==> src/rtl/covert_field_encoder_if.sv <==
// Bundle of byte-input, slot-request and field-output signals for the covert field encoder.
// Latency: none (wires only); field_valid follows pkt_req by one cycle inside the encoder.
// Backpressure: data_valid/data_ready handshake on the byte side; pkt_req is never stalled.
interface covert_field_encoder_if #(
  parameter int FIELD_SIZE = 16
);
  logic                  clear;
  logic                  data_valid;
  logic [7:0]            data_in;
  logic                  data_ready;
  logic                  pkt_req;
  logic                  field_valid;
  logic [FIELD_SIZE-1:0] field;
  logic                  byte_done;
  logic [15:0]           bytes_sent;

  // Traffic source / bench side
  modport master (
    output clear, data_valid, data_in, pkt_req,
    input  data_ready, field_valid, field, byte_done, bytes_sent
  );

  // Encoder side
  modport slave (
    input  clear, data_valid, data_in, pkt_req,
    output data_ready, field_valid, field, byte_done, bytes_sent
  );
endinterface

==> src/rtl/covert_field_encoder.sv <==
// Encodes a byte stream MSB-first into a header field: bit 1 repeats the last field, bit 0 emits a fresh LFSR value.
// Latency: field/field_valid registered one cycle after pkt_req; byte_done coincides with the 8th bit's field_valid.
// Backpressure: data_ready is low while a byte is being sent; slots are never refused, idle slots carry fresh values.
module covert_field_encoder #(
  parameter int                    FIELD_SIZE = 16,
  parameter logic [FIELD_SIZE-1:0] LFSR_TAPS  = 16'hB400,
  parameter logic [FIELD_SIZE-1:0] LFSR_SEED  = 16'hACE1
) (
  input logic                   sys_clk,
  input logic                   reset_n,
  covert_field_encoder_if.slave enc
);

  // An all-zero seed would lock the LFSR, so it is replaced by 1.
  localparam logic [FIELD_SIZE-1:0] SEED_EFF =
    (LFSR_SEED == '0) ? {{(FIELD_SIZE-1){1'b0}}, 1'b1} : LFSR_SEED;

  typedef enum logic {
    IDLE = 1'b0,
    SEND = 1'b1
  } state_t;

  state_t                state_q,       state_d;
  logic [FIELD_SIZE-1:0] lfsr_q,        lfsr_d;
  logic [FIELD_SIZE-1:0] field_q,       field_d;
  logic                  field_valid_q, field_valid_d;
  logic                  byte_done_q,   byte_done_d;
  logic [15:0]           bytes_sent_q,  bytes_sent_d;
  logic                  data_ready_q,  data_ready_d;
  logic [3:0]            bit_cnt_q,     bit_cnt_d;
  logic [7:0]            shift_q,       shift_d;

  logic [FIELD_SIZE-1:0] lfsr_step;
  logic                  fresh;

  // Galois step; the field always equals the LFSR state, so a fresh value never equals the current field.
  assign lfsr_step = (lfsr_q >> 1) ^ (lfsr_q[0] ? LFSR_TAPS : '0);

  // Next-state: byte acceptance, per-slot bit consumption, abort handling and field selection.
  always_comb begin
    state_d       = state_q;
    lfsr_d        = lfsr_q;
    field_d       = field_q;
    field_valid_d = enc.pkt_req;
    byte_done_d   = 1'b0;
    bytes_sent_d  = bytes_sent_q;
    data_ready_d  = data_ready_q;
    bit_cnt_d     = bit_cnt_q;
    shift_d       = shift_q;
    fresh         = 1'b1;

    case (state_q)
      IDLE: begin
        data_ready_d = 1'b1;
        if (enc.data_valid && data_ready_q && !enc.clear) begin
          shift_d      = enc.data_in;
          bit_cnt_d    = 4'd8;
          state_d      = SEND;
          data_ready_d = 1'b0;
        end
      end
      SEND: begin
        data_ready_d = 1'b0;
        if (enc.clear) begin
          // Abort wins over everything, including the last bit of a byte.
          state_d      = IDLE;
          bit_cnt_d    = 4'd0;
          data_ready_d = 1'b1;
        end else if (enc.pkt_req) begin
          fresh     = ~shift_q[7];
          shift_d   = {shift_q[6:0], 1'b0};
          bit_cnt_d = bit_cnt_q - 4'd1;
          if (bit_cnt_q == 4'd1) begin
            state_d      = IDLE;
            data_ready_d = 1'b1;
            byte_done_d  = 1'b1;
            bytes_sent_d = bytes_sent_q + 16'd1;
          end
        end
      end
      default: begin
        state_d = IDLE;
      end
    endcase

    // The LFSR only advances when a fresh value goes out.
    if (enc.pkt_req && fresh) begin
      lfsr_d  = lfsr_step;
      field_d = lfsr_step;
    end
  end

  // State registers with synchronous active-low reset.
  always_ff @(posedge sys_clk) begin
    if (!reset_n) begin
      state_q       <= IDLE;
      lfsr_q        <= SEED_EFF;
      field_q       <= SEED_EFF;
      field_valid_q <= 1'b0;
      byte_done_q   <= 1'b0;
      bytes_sent_q  <= 16'd0;
      data_ready_q  <= 1'b0;
      bit_cnt_q     <= 4'd0;
      shift_q       <= 8'd0;
    end else begin
      state_q       <= state_d;
      lfsr_q        <= lfsr_d;
      field_q       <= field_d;
      field_valid_q <= field_valid_d;
      byte_done_q   <= byte_done_d;
      bytes_sent_q  <= bytes_sent_d;
      data_ready_q  <= data_ready_d;
      bit_cnt_q     <= bit_cnt_d;
      shift_q       <= shift_d;
    end
  end

  assign enc.data_ready  = data_ready_q;
  assign enc.field_valid = field_valid_q;
  assign enc.field       = field_q;
  assign enc.byte_done   = byte_done_q;
  assign enc.bytes_sent  = bytes_sent_q;

endmodule

==> src/flat_wrapper.sv <==
// flat-port wrapper written by rule: the top's interface ports become plain ports
module covert_field_encoder_flat 
#(
  parameter int                    FIELD_SIZE = 16,
  parameter logic [FIELD_SIZE-1:0] LFSR_TAPS  = 16'hB400,
  parameter logic [FIELD_SIZE-1:0] LFSR_SEED  = 16'hACE1
)
  (sys_clk, reset_n, enc_clear, enc_data_valid, enc_data_in, enc_pkt_req, enc_data_ready, enc_field_valid, enc_field, enc_byte_done, enc_bytes_sent);
  covert_field_encoder_if #(.FIELD_SIZE(FIELD_SIZE)) enc_i ();
  input logic sys_clk;
  input logic reset_n;
  input wire logic [$bits(enc_i.clear)-1:0] enc_clear;
  input wire logic [$bits(enc_i.data_valid)-1:0] enc_data_valid;
  input wire logic [$bits(enc_i.data_in)-1:0] enc_data_in;
  input wire logic [$bits(enc_i.pkt_req)-1:0] enc_pkt_req;
  output wire logic [$bits(enc_i.data_ready)-1:0] enc_data_ready;
  output wire logic [$bits(enc_i.field_valid)-1:0] enc_field_valid;
  output wire logic [$bits(enc_i.field)-1:0] enc_field;
  output wire logic [$bits(enc_i.byte_done)-1:0] enc_byte_done;
  output wire logic [$bits(enc_i.bytes_sent)-1:0] enc_bytes_sent;
  assign enc_i.clear = enc_clear;
  assign enc_i.data_valid = enc_data_valid;
  assign enc_i.data_in = enc_data_in;
  assign enc_i.pkt_req = enc_pkt_req;
  assign enc_data_ready = enc_i.data_ready;
  assign enc_field_valid = enc_i.field_valid;
  assign enc_field = enc_i.field;
  assign enc_byte_done = enc_i.byte_done;
  assign enc_bytes_sent = enc_i.bytes_sent;
  covert_field_encoder #(.FIELD_SIZE(FIELD_SIZE), .LFSR_TAPS(LFSR_TAPS), .LFSR_SEED(LFSR_SEED)) u_core (.sys_clk(sys_clk), .reset_n(reset_n), .enc(enc_i));
endmodule
==> config.mk <==
export PLATFORM = sky130hd
export DESIGN_NAME = covert_field_encoder_flat
export DESIGN_NICKNAME = d
export VERILOG_FILES = /design/src/rtl/covert_field_encoder_if.sv /design/src/rtl/covert_field_encoder.sv /design/src/flat_wrapper.sv
export SDC_FILE = /design/constraint.sdc
export NUM_CORES = 1
export LEC_CHECK = 0
export ABC_AREA = 1
export BUFFER_PORTS_ARGS = -buffer_cell sky130_fd_sc_hd__buf_2
export CORE_UTILIZATION = 49
export DETAILED_ROUTE_END_ITERATION = 8
export GPL_TIMING_DRIVEN = 0
export PLACE_DENSITY = 0.83
export SYNTH_ARGS = -nofsm -noshare
export SYNTH_HDL_FRONTEND = slang
export SYNTH_SLANG_ARGS = --single-unit
==> constraint.sdc <==
create_clock -name sys_clk -period 1.25 [get_ports sys_clk]
set_input_delay 0.125 -clock sys_clk [delete_from_list [all_inputs] [get_ports sys_clk]]
set_output_delay 0.125 -clock sys_clk [all_outputs]
set_load 0.05 [all_outputs]
Yosys cells after proc, flatten, opt, wreduce, memory -nomap -nowiden
Index checks and enable logic that the tools add are counted.

$add $sub $neg: 2. Equality and inequality tests: 5. Muxes and demuxes: 22. Bitwise operators: 5. Reductions and logical operators: 8.

Operator list (number): two-way mux 8 bit (3); adder 16 x 1 -> 16 bit (second input constant) (1); two-way mux 16 bit (1); one-hot mux 8 bit (2 select lines) (1); bitwise XOR 15 x 16 -> 16 bit (1); two-way mux 4 bit (3); two-way mux 1 bit (11); one-hot mux 4 bit (2 select lines) (1); equality test 4 x 1 -> 1 bit (second input constant) (1); inequality test 2 bit (second input constant) (2); inverter 1 bit (4); one-hot mux 1 bit (2 select lines) (2); AND reduction 4 bit (1); subtractor 4 x 1 -> 4 bit (second input constant) (1); logical AND 1 bit (3); inequality test 3 bit (second input constant) (1); AND reduction 3 bit (1); OR reduction 3 bit (1); inequality test 2 x 1 -> 1 bit (second input constant) (1); AND reduction 2 bit (1); zero test 1 bit (1).

Register bits after elaboration: 48. Input port bits: 13. Output and inout port bits: 35. Logic and storage cells: 50.

Logic depth before layout (Yosys ltp)
Gate-level depths: netlist (run 1).

Depth after elaboration: 5. Depth in mapped cells: 11. Mapped depth without buffers: 11.

Worst setup path before layout (run 1)
OpenSTA, ideal clock, no wires.

Kind: reg2reg. Start: register u_core.bytes_sent_q[1] (netlist: u_core.enc.bytes_sent[1]). End: register u_core.bytes_sent_q[8] (netlist: u_core.enc.bytes_sent[8]). Setup time: 110 ps. Arrival: 1560 ps. Data required time: 1140 ps. Slack: -420 ps. Cell stages (with the launch flop): 9. Buffers on the path: 0. Period minus slack after synthesis: 1670 ps. Path through: dfxtp_1 ha_1 nand3_1 nor2_4 nand2_4 nor2_1 nand2_1 nand2_1 nor2_1.

Cells in the longest elaborated chain, start to end: 1.

Ends and longest elaborated chain: start, declared (RTL line covert_field_encoder.sv:28) `logic [15:0] bytes_sent_q, bytes_sent_d;`; start signal, assigned (RTL line covert_field_encoder.sv:111) `bytes_sent_q <= bytes_sent_d;`; adder 16 x 1 -> 16 bit (RTL line covert_field_encoder.sv:77) `bytes_sent_d = bytes_sent_q + 16'd1;`.

Every way passes these cells. A chain may end at the register's enable or synchronous reset.

Worst setup path after layout (run 1)
Start: register u_core.bit_cnt_q[1]. End: register u_core.bytes_sent_q[11] (netlist: u_core.enc.bytes_sent[11]).

Cells in the longest elaborated chain, start to end: 2.

Ends and longest elaborated chain: start, declared (RTL line covert_field_encoder.sv:30) `logic [3:0] bit_cnt_q, bit_cnt_d;`; start signal, assigned (RTL line covert_field_encoder.sv:113) `bit_cnt_q <= bit_cnt_d;`; equality test 4 x 1 -> 1 bit (RTL line covert_field_encoder.sv:73) `if (bit_cnt_q == 4'd1) begin`; AND reduction 4 bit (no source line).

Every way passes these cells.

==> results of run 1 <==
==> metal layers <==
layer | global-route usage (%) | part of all wire [%] | wire length, um | vias to the layer above
met1 | 26.23 | 44 | 2316 | 1016
li1 | - | - | - | 1114
met4 | 8.000 | 1.6 | 82 | 0
met3 | 4.274 | 5.4 | 282 | 9
met5 | 0 | 0 | 0 | -
met2 | 33.76 | 49 | 2572 | 72
==> cell usage after synthesis, drive strengths merged <==
master and count:
ha 3, nand3 18, a21oi 14, clkbuf 5, nor3 4, o211ai 2, o21ai 23, xor2 1
o21bai 1, nor2 56, a31oi 2, a211oi 1, nand4 4, clkinv 1, buf 18, xnor2 3
inv 30, nand2 81, dfxtp 48, o211a 1
==> final cells by class <==
class	instances	area (um2)
Fill cell	371	1449
Multi-Input combinational cell	214	1219
Sequential cell	48	1002
Timing Repair Buffer	59	331.6
Buffer	22	156.4
Inverter	31	131.4
Clock buffer	8	90.09
Tap cell	52	65.06
==> cells by family after synthesis <==
| group | Yosys count | synth area share, % |
|---|---|---|
| AO/OA/AOI/OAI | 44 | 10.71 |
| XOR/XNOR | 4 | 1.507 |
| adder cells (fa/ha/maj) | 3 | 1.615 |
| buffers and inverters | 54 | 12.00 |
| flip-flops | 48 | 41.33 |
| AND/OR/NAND/NOR | 163 | 32.83 |
==> worst register-to-register path: stages (launching register included) <==
cell and delay [ns]:
dfxtp_2 0.33, inv_2 0.07, ha_4 0.13, nand2_4 0.05, clkinv_4 0.08, nand2_8 0.06, nor2_8 0.16, buf_4 0.16
nand2_4 0.06, o21ai_2 0.10, nand2_1 0.05, nor2_1 0.07
==> stage by stage <==
step	setup WS, ns	area, um2	hold slack [ns]	total power [mW]
finish	-0.1287	2995	0.06509	3.154
global route	-0.1917	2995	0.08425	3.298
global placement	-0.1078	2673	0.3592	2.172
detailed placement	-0.1359	2673	0.3651	2.186
CTS	-0.09596	2831	0.04520	3.143
floorplan	-0.04114	2377	0.2185	2.069
==> worst paths after layout <==
kind                            start                   endpoint  slack (ns)  depth (start not counted)
setup / recovery  u_core.bit_cnt_q[1]  u_core.enc.bytes_sent[11]       -0.13                         11
hold / removal         enc_data_in[0]          u_core.shift_q[0]        0.07                          3
hold reg to reg     u_core.shift_q[6]          u_core.shift_q[6]        0.45                          2
setup reg to reg  u_core.bit_cnt_q[1]  u_core.enc.bytes_sent[11]       -0.13                         11
==> power breakdown <==
| part | switching, mW | internal (mW) |
|---|---|---|
| combinational | 0.370 | 0.199 |
| clock | 0.493 | 0.452 |
| sequential | 0.0547 | 1.59 |
==> state kept, by name, summed over array words and instances (netlist names) <==
register                cells
u_core.state_q              1
u_core.enc.field_valid      1
u_core.enc.data_ready       1
u_core.enc.byte_done        1
u_core.enc.field           16
u_core.bit_cnt_q            4
u_core.shift_q              8
u_core.enc.bytes_sent      16
==> repair_timing <==
action | in CTS | in global routing
endpoints found under the setup margin | 31 | 41
cloned | 0 | 1
pin swaps | 5 | 15
hold buffers | 0 | 0
setup buffers | 4 | 8
hold endpoints to repair | 0 | 0
resized for setup | 16 | 29
==> placed cells by master (no fill, tap or decap), types with 3 or more instances in the layout <==
cell	instances
clkbuf_1	6
dfxtp_1	29
nand2_2	6
nor2_4	5
nor2_1	47
buf_4	25
nand2_1	68
inv_1	25
o21ai_0	15
dfxtp_2	12
dfxtp_4	7
a21oi_1	12
nand4_1	3
clkbuf_8	6
buf_2	47
nand2_4	6
nand3_2	3
o21ai_1	4
o21ai_2	4
nand3_1	13
xnor2_1	3
buf_6	4
==> impl_metrics.ini, run 1 <==
[outcome]
status = complete, but fails checks
failed_checks = setup timing

[detailed_routing]
postRouteAntennaNets = 0
wl_per_cell_um = 12.10
drt-pass1-iter-count = 6
drt_iter0_drc = 131
num_vias = 2211
drcViolationCount = 0
via_per_inst = 5.094
routed_wl_um = 5253

[logic_synthesis]
ys_seq_area_share_pct = 41.33
syn_area_mm2 = 0.002325
yosys.area.top_type = dfxtp_1
ys_top_cells_by_area = dfxtp_1, nand2_1, nor2_1
synthesis.nets = 332
netlist_instances = 316
syn_area_per_cell_um2 = 7.357
yosys_warnings = 0
yosysUniqueCellTypes = 34
synthDominantCellAreaShare_pct = 41.33
synth_seq_cells = 48

[floorplan]
core_area_mm2 = 0.004444
placementRows = 24
initial_core_util_pct = 52.31
chipWidth_um = 70.88
die_h_um = 70.88
num_io_pins = 48
die_area_mm2 = 0.005024

[global_route]
grt_max_degree = 16
grt_pass1_vias = 1858
antenna_found_initial = 0
track_usage_pct = 20.44
grt_overflow_total = 0
grt_pass1_wl_um = 8169

[timing]
setup_tns_ns = -0.8641
max_freq_mhz = 725.3
timing.final.crit_period_ns = 1.379
finalCritPeriodShare_pct = 110.3
timing.final.ws_setup_ns = -0.1287
rsz0062_at_grt = true
finalSetupViolations = 15
worst_pin_slew_ns = 0.5355
skew_ns = 0.002924
slew-limit-headroom_pct = 64.30
finalMaxSlewViolations = 0
hold_violations = 0

[cts]
cts_buffer_depth = 2
cts_tree = built
cts_buffers = 5
htree_num_levels = 2
clkLatencyLatePin_ns = 0.30
root_buffer = clkbuf_8
cts.clk_slew.worst_paths_ns = 0.08
cts.sinks = 48

[hold_path]
worstHoldPathType = primary input to register

[critical_path]
crit_fanout = 7
critPathSlowestCell = dfxtp_2
critPathKind = register to register
slowest_delay_ns = 0.33
crit_arrival_ns = 1.62
required_ns = 1.49
end_kind = register
crit_family = simple AND/OR/NAND/NOR gates
cp_cell_sequence = inv_2 > ha_4 > nand2_4 > clkinv_4 > nand2_8 > nor2_8 > buf_4 > nand2_4 > o21ai_2 > nand2_1 > nor2_1
start_kind = register
crit_buf_inv = 3
cpMostUsedCell = nand2_4

[flow_run]
maxCapViolations = 0

[cells_and_area]
drive_gt1_share_pct = 38.48
finalNetCount = 397
stdcell_count = 434
syn_to_final_growth_pct = 28.85
finalCoreUtilization_pct = 67.40
diodes = 0

[pwr]
power_density_mw_per_mm2 = 1053
max-vdd-ir-drop_uv = 786.7
leakagePower_nw = 1.406

[placement]
hpwl_um = 3473
numPortBuffers = 46
gp_congestion = 0.8202
place_inst = 414
Note: power is estimated with default switching activity, not from simulation.
==> run 2, diff against run 1 <==
Settings changed: RECOVER_POWER set to 50.
==> impl_metrics.ini, run 2 (same netlist as run 1, synthesis figures left out) <==
[floorplan]
die_h_um = 70.88
placementRows = 24
num_io_pins = 48
die_area_mm2 = 0.005024
core_area_mm2 = 0.004444
chipWidth_um = 70.88
initial_core_util_pct = 52.31

[pwr]
totalPowerFinal_mw = 3.155
max-vdd-ir-drop_uv = 786.5
leakagePower_nw = 1.405
netSwitchingFraction_pct = 29.11
power_density_mw_per_mm2 = 1053
power_frac_seq_pct = 52.0
comb_power_share_pct = 18.0
p_int_mw = 2.236
clock_power_share_pct = 30.0
switchingPower_uw = 918.3

[timing]
finalCritPeriodShare_pct = 110.3
hold_violations = 0
timing.final.ws_setup_ns = -0.1285
finalMaxSlewViolations = 0
slew-limit-headroom_pct = 64.14
setup_tns_ns = -0.8639
max_freq_mhz = 725.4
worst_pin_slew_ns = 0.5380
skew_ns = 0.002699
rsz0062_at_grt = true
worst_hold_slack_ns = 0.06528
finalSetupViolations = 16
timing.final.crit_period_ns = 1.378

[cells_and_area]
mostFrequentLayoutCell = nand2_1
finalCoreUtilization_pct = 67.40
syn_to_final_growth_pct = 28.85
finalNetCount = 397
diodes = 0
layout_common_cells = nand2_1, nor2_1, buf_2
drive_gt1_share_pct = 38.48

[critical_path]
cpMostUsedCell = nand2_4
critPathKind = register to register
crit_arrival_ns = 1.62
start_kind = register
required_ns = 1.49
cp_cell_sequence = inv_2 > ha_4 > nand2_4 > clkinv_4 > nand2_8 > nor2_8 > buf_4 > nand2_4 > o21ai_2 > nand2_1 > nor2_1
end_kind = register
crit_fanout = 7
slowest_delay_ns = 0.33
critPathSlowestCell = dfxtp_2

[detailed_routing]
drt_iter0_drc = 131
wl_per_cell_um = 12.12
via_per_inst = 5.101
num_vias = 2214
routed_wl_um = 5260
drt-pass1-iter-count = 6
drcViolationCount = 0
postRouteAntennaNets = 0

[cts]
root_buffer = clkbuf_8
holdBufCountCts = 0
clkLatencyLatePin_ns = 0.30
cts_tree = built
cts.sinks = 48
cts_buffers = 5
htree_num_levels = 2
cts_buffer_depth = 2
cts.clk_slew.worst_paths_ns = 0.08

[global_route]
track_usage_pct = 20.44
antenna_found_initial = 0
grt_pass1_vias = 1858
grt_overflow_total = 0
grt_max_degree = 16
grt_pass1_wl_um = 8169

[placement]
hpwl_um = 3473
numPortBuffers = 46
gp_congestion = 0.8202

[hold_path]
worstHoldPathType = primary input to register

[outcome]
failed_checks = setup timing
status = complete, but fails checks

[flow_run]
maxCapViolations = 0
==> run 2: cell count changes in the layout (fill, tap and decap cells not counted), sizes merged <==
cell / delta
clkbuf: +2
buf: -2
==> run 2: routing by layer <==
metal  routed length [um]  vias up  global-route usage (%)  part of all wire [%]
met2                 2572       74                   33.76                    49
met5                    0        -                       0                     0
met1                 2308     1015                   26.23                    44
met3                  297        9                   4.274                   5.6
met4                   82        0                   8.000                   1.6
li1                     -     1116                       -                     -
==> run 2: cell type report <==
type / instances / area, um2
Buffer: 22 / 156.4
Clock buffer: 8 / 90.09
Fill cell: 371 / 1449
Inverter: 31 / 131.4
Multi-Input combinational cell: 214 / 1219
Sequential cell: 48 / 1002
Tap cell: 52 / 65.06
Timing Repair Buffer: 59 / 331.6
==> run 2: worst paths after layout <==
kind | slack, ns | depth (start not counted) | endpoint | from
hold / removal | 0.07 | 3 | u_core.shift_q[0] | enc_data_in[0]
setup / recovery | -0.13 | 11 | u_core.enc.bytes_sent[11] | u_core.bit_cnt_q[1]
hold reg to reg | 0.45 | 2 | u_core.shift_q[6] | u_core.shift_q[6]
setup reg to reg | -0.13 | 11 | u_core.enc.bytes_sent[11] | u_core.bit_cnt_q[1]
==> run 2: power groups by stage <==
stage	clock (mW)	combinational (mW)	sequential, mW
floorplan	0	0.366	1.70
global placement	0	0.503	1.67
detailed placement	0	0.516	1.67
CTS	0.974	0.533	1.64
global route	1.03	0.614	1.65
finish	0.945	0.569	1.64
==> run 2: timing repair <==
action	4_1_cts	5_1_grt
gates resized for setup	16	29
pin swaps	5	15
buffers inserted	4	8
hold endpoints to repair	0	0
endpoints found under the setup margin	31	41
cloned	0	1
==> run 2: critical path, delay by kind of cell, from the launching register on <==
family                   cells  cell delay, ns
flip-flops                   1            0.33
buffers and inverters        3            0.31
AO/OA/AOI/OAI                1            0.10
adder cells (fa/ha/maj)      1            0.13
AND/OR/NAND/NOR              6            0.44
==> run 2: through the flow <==
stage                     area, um2  worst slack (ns)  instances
after CTS                      2831          -0.09596        425
after floorplan                2377          -0.04114        316
final                          2995           -0.1285        434
after global routing           2995           -0.1917        434
after global placement         2673           -0.1078        414
after detailed placement       2673           -0.1359        414
